[src/rtl/sme_rf_ctrl_if.sv]
// SME share regfile write-port bundle: core writeback, mask refresh,
// zeroise control and the regfile write port itself.
package sme_pkg;
  localparam int XLEN = 32;
endpackage

interface sme_rf_ctrl_if;
  import sme_pkg::*;

  logic            wb_valid;
  logic            wb_ready;
  logic [3:0]      wb_addr;
  logic [XLEN-1:0] wb_wdata;

  logic            rf_valid;
  logic            rf_ready;
  logic [3:0]      rf_addr;
  logic [XLEN-1:0] rf_wdata;

  logic            zero_req;
  logic            zero_busy;
  logic            zero_done;

  logic            rd_wen;
  logic [3:0]      rd_addr;
  logic [XLEN-1:0] rd_wdata;

  modport master (
    output wb_valid, wb_addr, wb_wdata,
    output rf_valid, rf_addr, rf_wdata,
    output zero_req,
    input  wb_ready, rf_ready,
    input  zero_busy, zero_done,
    input  rd_wen, rd_addr, rd_wdata
  );

  modport slave (
    input  wb_valid, wb_addr, wb_wdata,
    input  rf_valid, rf_addr, rf_wdata,
    input  zero_req,
    output wb_ready, rf_ready,
    output zero_busy, zero_done,
    output rd_wen, rd_addr, rd_wdata
  );
endinterface

[src/rtl/sme_rf_ctrl.sv]
// Write-port arbiter and zeroise sequencer for the 16-entry SME share
// register file.
module sme_rf_ctrl
  import sme_pkg::*;
#(
  parameter int STARVE_MAX    = 8,
  parameter bit ZERO_ON_RESET = 1'b1
) (
  input  logic         g_clk,
  input  logic         g_resetn,
  output logic         g_clk_req,
  sme_rf_ctrl_if.slave bus
);

  typedef enum logic [1:0] {
    S_IDLE,
    S_ZERO,
    S_DONE
  } state_t;

  localparam state_t     RST_ST = ZERO_ON_RESET ? S_ZERO : S_IDLE;
  localparam logic [3:0] SMAX   = 4'(STARVE_MAX);

  state_t          state, state_nx;
  logic [3:0]      zcnt, zcnt_nx;
  logic [3:0]      starve, starve_nx;
  logic            gnt_wb, gnt_rf, force_rf;
  logic            wen, busy, done;
  logic [3:0]      waddr;
  logic [XLEN-1:0] wdata;

  always_ff @(posedge g_clk or negedge g_resetn) begin
    if (!g_resetn) begin
      state  <= RST_ST;
      zcnt   <= '0;
      starve <= '0;
    end else begin
      state  <= state_nx;
      zcnt   <= zcnt_nx;
      starve <= starve_nx;
    end
  end

  always_comb begin
    state_nx  = state;
    zcnt_nx   = zcnt;
    starve_nx = starve;
    gnt_wb    = 1'b0;
    gnt_rf    = 1'b0;
    force_rf  = 1'b0;
    wen       = 1'b0;
    busy      = 1'b0;
    done      = 1'b0;
    waddr     = '0;
    wdata     = '0;
    unique case (1'b1)
      (state == S_IDLE): begin
        force_rf = bus.rf_valid && (starve >= SMAX);
        gnt_rf   = bus.rf_valid && (force_rf || !bus.wb_valid);
        gnt_wb   = bus.wb_valid && !gnt_rf;
        if (gnt_wb) begin
          wen   = 1'b1;
          waddr = bus.wb_addr;
          wdata = bus.wb_wdata;
        end else if (gnt_rf) begin
          wen   = 1'b1;
          waddr = bus.rf_addr;
          wdata = bus.rf_wdata;
        end
        // Starvation only counts while refresh is waiting and losing.
        if (!bus.rf_valid || gnt_rf)
          starve_nx = '0;
        else if (starve != 4'hF)
          starve_nx = starve + 4'd1;
        if (bus.zero_req)
          state_nx = S_ZERO;
      end
      (state == S_ZERO): begin
        wen     = 1'b1;
        waddr   = zcnt;
        busy    = 1'b1;
        zcnt_nx = zcnt + 4'd1;
        if (zcnt == 4'hF)
          state_nx = S_DONE;
      end
      (state == S_DONE): begin
        done     = 1'b1;
        state_nx = S_IDLE;
      end
      default: state_nx = S_IDLE;
    endcase
  end

  // Everything toward requesters and regfile is forced quiet in reset.
  assign bus.wb_ready  = g_resetn & gnt_wb;
  assign bus.rf_ready  = g_resetn & gnt_rf;
  assign bus.zero_busy = g_resetn & busy;
  assign bus.zero_done = g_resetn & done;
  assign bus.rd_wen    = g_resetn & wen;
  assign bus.rd_addr   = g_resetn ? waddr : '0;
  assign bus.rd_wdata  = g_resetn ? wdata : '0;

  assign g_clk_req = bus.wb_valid | bus.rf_valid | bus.zero_req |
                     (state != S_IDLE);

endmodule
[src/flat_wrapper.sv]
// flat-port wrapper written by rule: the top's interface ports become plain ports
module sme_rf_ctrl_flat import sme_pkg::*;
#(
  parameter int STARVE_MAX    = 8,
  parameter bit ZERO_ON_RESET = 1'b1
)
  (g_clk, g_resetn, g_clk_req, bus_wb_valid, bus_wb_addr, bus_wb_wdata, bus_rf_valid, bus_rf_addr, bus_rf_wdata, bus_zero_req, bus_wb_ready, bus_rf_ready, bus_zero_busy, bus_zero_done, bus_rd_wen, bus_rd_addr, bus_rd_wdata);
  sme_rf_ctrl_if bus_i ();
  input  logic g_clk;
  input  logic g_resetn;
  output logic g_clk_req;
  input wire logic [$bits(bus_i.wb_valid)-1:0] bus_wb_valid;
  input wire logic [$bits(bus_i.wb_addr)-1:0] bus_wb_addr;
  input wire logic [$bits(bus_i.wb_wdata)-1:0] bus_wb_wdata;
  input wire logic [$bits(bus_i.rf_valid)-1:0] bus_rf_valid;
  input wire logic [$bits(bus_i.rf_addr)-1:0] bus_rf_addr;
  input wire logic [$bits(bus_i.rf_wdata)-1:0] bus_rf_wdata;
  input wire logic [$bits(bus_i.zero_req)-1:0] bus_zero_req;
  output wire logic [$bits(bus_i.wb_ready)-1:0] bus_wb_ready;
  output wire logic [$bits(bus_i.rf_ready)-1:0] bus_rf_ready;
  output wire logic [$bits(bus_i.zero_busy)-1:0] bus_zero_busy;
  output wire logic [$bits(bus_i.zero_done)-1:0] bus_zero_done;
  output wire logic [$bits(bus_i.rd_wen)-1:0] bus_rd_wen;
  output wire logic [$bits(bus_i.rd_addr)-1:0] bus_rd_addr;
  output wire logic [$bits(bus_i.rd_wdata)-1:0] bus_rd_wdata;
  assign bus_i.wb_valid = bus_wb_valid;
  assign bus_i.wb_addr = bus_wb_addr;
  assign bus_i.wb_wdata = bus_wb_wdata;
  assign bus_i.rf_valid = bus_rf_valid;
  assign bus_i.rf_addr = bus_rf_addr;
  assign bus_i.rf_wdata = bus_rf_wdata;
  assign bus_i.zero_req = bus_zero_req;
  assign bus_wb_ready = bus_i.wb_ready;
  assign bus_rf_ready = bus_i.rf_ready;
  assign bus_zero_busy = bus_i.zero_busy;
  assign bus_zero_done = bus_i.zero_done;
  assign bus_rd_wen = bus_i.rd_wen;
  assign bus_rd_addr = bus_i.rd_addr;
  assign bus_rd_wdata = bus_i.rd_wdata;
  sme_rf_ctrl #(.STARVE_MAX(STARVE_MAX), .ZERO_ON_RESET(ZERO_ON_RESET)) u_core (.g_clk(g_clk), .g_resetn(g_resetn), .g_clk_req(g_clk_req), .bus(bus_i));
endmodule
[config.mk]
export PLATFORM = sky130hd
export DESIGN_NAME = sme_rf_ctrl_flat
export DESIGN_NICKNAME = d
export VERILOG_FILES = /design/src/rtl/sme_rf_ctrl_if.sv /design/src/rtl/sme_rf_ctrl.sv /design/src/flat_wrapper.sv
export SDC_FILE = /design/constraint.sdc
export NUM_CORES = 1
export LEC_CHECK = 0
export ABC_AREA = 1
export CORE_MARGIN = 2
export CORE_UTILIZATION = 32
export CTS_BUF_LIST = sky130_fd_sc_hd__clkbuf_16
export DETAILED_ROUTE_END_ITERATION = 7
export GPL_ROUTABILITY_DRIVEN = 0
export PLACE_DENSITY = 0.86
export SKIP_LAST_GASP = 1
export SLEW_MARGIN = 20
export SYNTH_ARGS = -nofsm -noshare
export SYNTH_HDL_FRONTEND = slang
export SYNTH_SLANG_ARGS = --single-unit
[constraint.sdc]
create_clock -name g_clk -period 3.37 [get_ports g_clk]
set_input_delay 0.674 -clock g_clk [delete_from_list [all_inputs] [get_ports g_clk]]
set_output_delay 0.674 -clock g_clk [all_outputs]
set_load 0.01 [all_outputs]
==> flow_summary_export.csv <==
group,metric,value,unit
sta,maxSlewViolCount,0,
cts,clockRootBuffer,"sky130_fd_sc_hd__clkbuf_16",
finish,drive_gt1_share,12.5,%
critical_path,timing.reg2reg.setup_slack,2110,ps
place,place_hpwl,3.41,mm
sta,hold_violation_count_in_the_final_report,0,
sta,layout_min_cycle_time,3140,ps
critical_path,cp-start-kind,"input pin",
finish,diodes,0,
hold_path,hold-path-endpoint,"u_core.zcnt[2]$_DFFE_PN0N_",
critical_path,worstPathRequired,2700,ps
yosys,edff_count_synth,0,
drt,detailroute.via_count,1677,
critical_path,critPathCaptureType,"output pin",
grt,antenna_found_initial,0,
sta,finalSetupTns,0,ps
drt,met2_length,2.22,mm
place,post_place_cells,355,
finish,post_route_utilization,68.0,%
yosys,synthDistinctLibCells,23,
cts,number_of_buffers_added_for_setup_after_cts,0,
floorplanning,chipHeight,65.5,µm
yosys,synth_async_sr_flop_share,100,%
yosys,mean_instance_size_in_the_synthesized_netlist,6.27,µm²
cts,cts_hold_fix_bufs,0,
finish,commonest_cells_after_routing_fill_and_taps_aside,"sky130_fd_sc_hd__clkdlybuf4s50_1, sky130_fd_sc_hd__nand2_1, sky130_fd_sc_hd__nand3_1",
sta,holdWs,533,ps
place,dpl_worst_slack,216,ps
finish,area_growth_syn_to_layout,106,%
finish,multi_input_comb_area,808,µm²
drt,initialDrtViolationCount,72,
drt,met3_routed_wirelength,414,µm
grt,grt_usage,19.7,%
finish,fin_nets,392,
yosys,netlist_instances,193,
critical_path,timing.critical_path.arrival,2470,ps
finish,post_layout_nonfiller_instances,359,
cts,clkSlewWorstSetupHoldPaths,40,ps
hold_path,worstHoldPathCells,1,
drt,totalWireLength,4.40,mm
grt,grt_first_pass_wirelength,6.72,mm
hold_path,timing.hold.worst.class,"reg2reg",
cts,cts_tree,"built",
sta,slew-limit-headroom,82.6,%
finish,final-seq-area,251,µm²
drt,drt-pass1-iter-count,5,
yosys,syn-cell-area,1210,µm²
cts,clock-sinks,10,
run,cap_viol_max_count,0,
floorplanning,floorplan.rows,22,
sta,setup_viol,0,
finish,num-fill-cells,324,
finish,layout.cells.most_common,"sky130_fd_sc_hd__clkdlybuf4s50_1",
sta,fmaxAchievable,318,MHz
grt,grt_overflow,0,
power,finalPower,992,µW
cts,worst_skew_pair.late_latency,240,ps
drt,highest_routed_metal_layer,"met4",
cts,clock_buffers_created_by_tritoncts,3,
place,placed_area,2410,µm²
critical_path,rr_worst_depth,5,
cts,ctsHtreeMaxLevel,1,
sta,worst_setup_skew_after_layout,5.02,ps
drt,drt-vias-per-instance,4.67,
drt,wire_length_on_met1,1.67,mm
sta,worst-slew-pin-transition,261,ps
floorplanning,die_area,4290,µm²
critical_path,critPathMaxFanout,21,
drt,drt_drc_violations_left,0,
cts,ctsResizeCount,0,
critical_path,critical_path.reg2reg.endpoint,"u_core.zcnt[3]$_DFFE_PN0N_",
yosys,synth.yosys.seq_area_share,20.8,%
power,leakage,1.11,nW
cts,cts_max_path_buffers,2,
yosys,ys_warn_count,0,
run_status,run_status,"finished clean",
floorplanning,initial_utilization,33.0,%
place,port_buffers,118,
sta,postLayoutSetupSlackWorst,228,ps
critical_path,startpoint_of_the_worst_register_to_register_path,"u_core.state[0]$_DFFE_PN1P_",
power,power.density_cell_area,398,nW/µm²
drt,wl_per_cell,12.2,µm
floorplanning,die_x,65.5,µm
finish,post-route-cell-area,2490,µm²
floorplanning,core_area,3660,µm²
critical_path,worstSetupPathType,"in2out",
grt,grt_pass1_vias,1576,
power,vdd.ir_drop.worst,303,µV
sta,grt_setup_unrepaired,"false",
hold_path,holdCritStartpoint,"u_core.zcnt[2]$_DFFE_PN0N_",
yosys,postSynth.topFlopCell,"sky130_fd_sc_hd__dfrtp_1",
grt,largest_net_degree_at_the_start_of_global_routing,34,
sta,final.period_utilization,93.2,%
yosys,synth.ff_latch_count,10,
yosys,postSynthNetCount,273,
drt,ant_nets,0,
floorplanning,io-pin-count,119,
==> state kept, by name (all words and copies together) (netlist names) <==
name and flops:
u_core.zcnt 4, u_core.starve 4, u_core.state 2
==> worst max-delay path: stages <==
cell and delay [ps]:
sky130_fd_sc_hd__clkdlybuf4s50_1 520, sky130_fd_sc_hd__nand2_1 120, sky130_fd_sc_hd__nor2_4 140, sky130_fd_sc_hd__buf_4 260, sky130_fd_sc_hd__nand3_1 110, sky130_fd_sc_hd__nand3_1 100
sky130_fd_sc_hd__clkdlybuf4s50_1 530
==> per-layer routing <==
layer	global-route usage, %	vias to the layer above
met1	20.0	740
met2	37.8	74
met5	0	-
li1	-	854
met4	8.59	0
met3	4.79	9
==> cell usage after synthesis, types with 2 or more instances <==
master	n	area, µm²
sky130_fd_sc_hd__buf_2	2	10.0
sky130_fd_sc_hd__nand3_1	48	240
sky130_fd_sc_hd__a21oi_1	2	10.0
sky130_fd_sc_hd__inv_1	10	37.5
sky130_fd_sc_hd__nand2_1	67	251
sky130_fd_sc_hd__nor3_1	2	10.0
sky130_fd_sc_hd__buf_6	5	56.3
sky130_fd_sc_hd__nand2_2	19	119
sky130_fd_sc_hd__xnor2_1	2	17.5
sky130_fd_sc_hd__a21oi_4	2	32.5
sky130_fd_sc_hd__nor2_1	5	18.8
sky130_fd_sc_hd__nor2_4	2	22.5
sky130_fd_sc_hd__buf_4	2	15.0
sky130_fd_sc_hd__ha_1	3	37.5
sky130_fd_sc_hd__o21ai_0	4	20.0
sky130_fd_sc_hd__nor2_2	2	12.5
sky130_fd_sc_hd__inv_2	2	7.51
sky130_fd_sc_hd__dfrtp_1	9	225
==> area by class of cell <==
type,instances,share of cell area [%]
tap,48,2.41
inverter,13,2.16
clock buffer,3,3.01
multi-input combinational,160,32.4
timing repair buffer,124,49.7
clock inverter,1,0.151
sequential,10,10.1
==> report_power, final <==
group          leakage [nW]  total, mW  internal [mW]  switching [mW]
clock network        0.0423      0.214          0.156          0.0582
logic                 0.944      0.558          0.288           0.270
registers             0.127      0.220          0.170          0.0495
total                  1.11      0.992          0.614           0.378
==> worst max path at each step <==
stage                      start               end  slack, ps  cells after the start
floorplan           bus_rf_valid      bus_rf_ready       1380                      5
global placement    bus_wb_valid  bus_rd_wdata[13]        230                      8
detailed placement  bus_wb_valid  bus_rd_wdata[20]        220                      8
CTS                 bus_wb_valid  bus_rd_wdata[20]        220                      8
global route            g_resetn   bus_rd_wdata[4]         90                      7
finish                  g_resetn    bus_rd_addr[1]        230                      7
==> cell families (layout without fill, tap and decap cells) <==
| kind of cell | Yosys count | in the layout | share of synthesized area [%] |
|---|---|---|---|
| AOI/OAI and AO/OA | 9 | 9 | 5.58 |
| xor gates and xnor gates | 2 | 2 | 1.45 |
| adders and majority gates | 3 | 3 | 3.10 |
| buffers and inverters | 23 | 141 | 12.4 |
| DFF | 10 | 10 | 20.8 |
| and+or+nand+nor | 146 | 146 | 56.7 |
No activity file was read; power rests on OpenSTA's default activity.
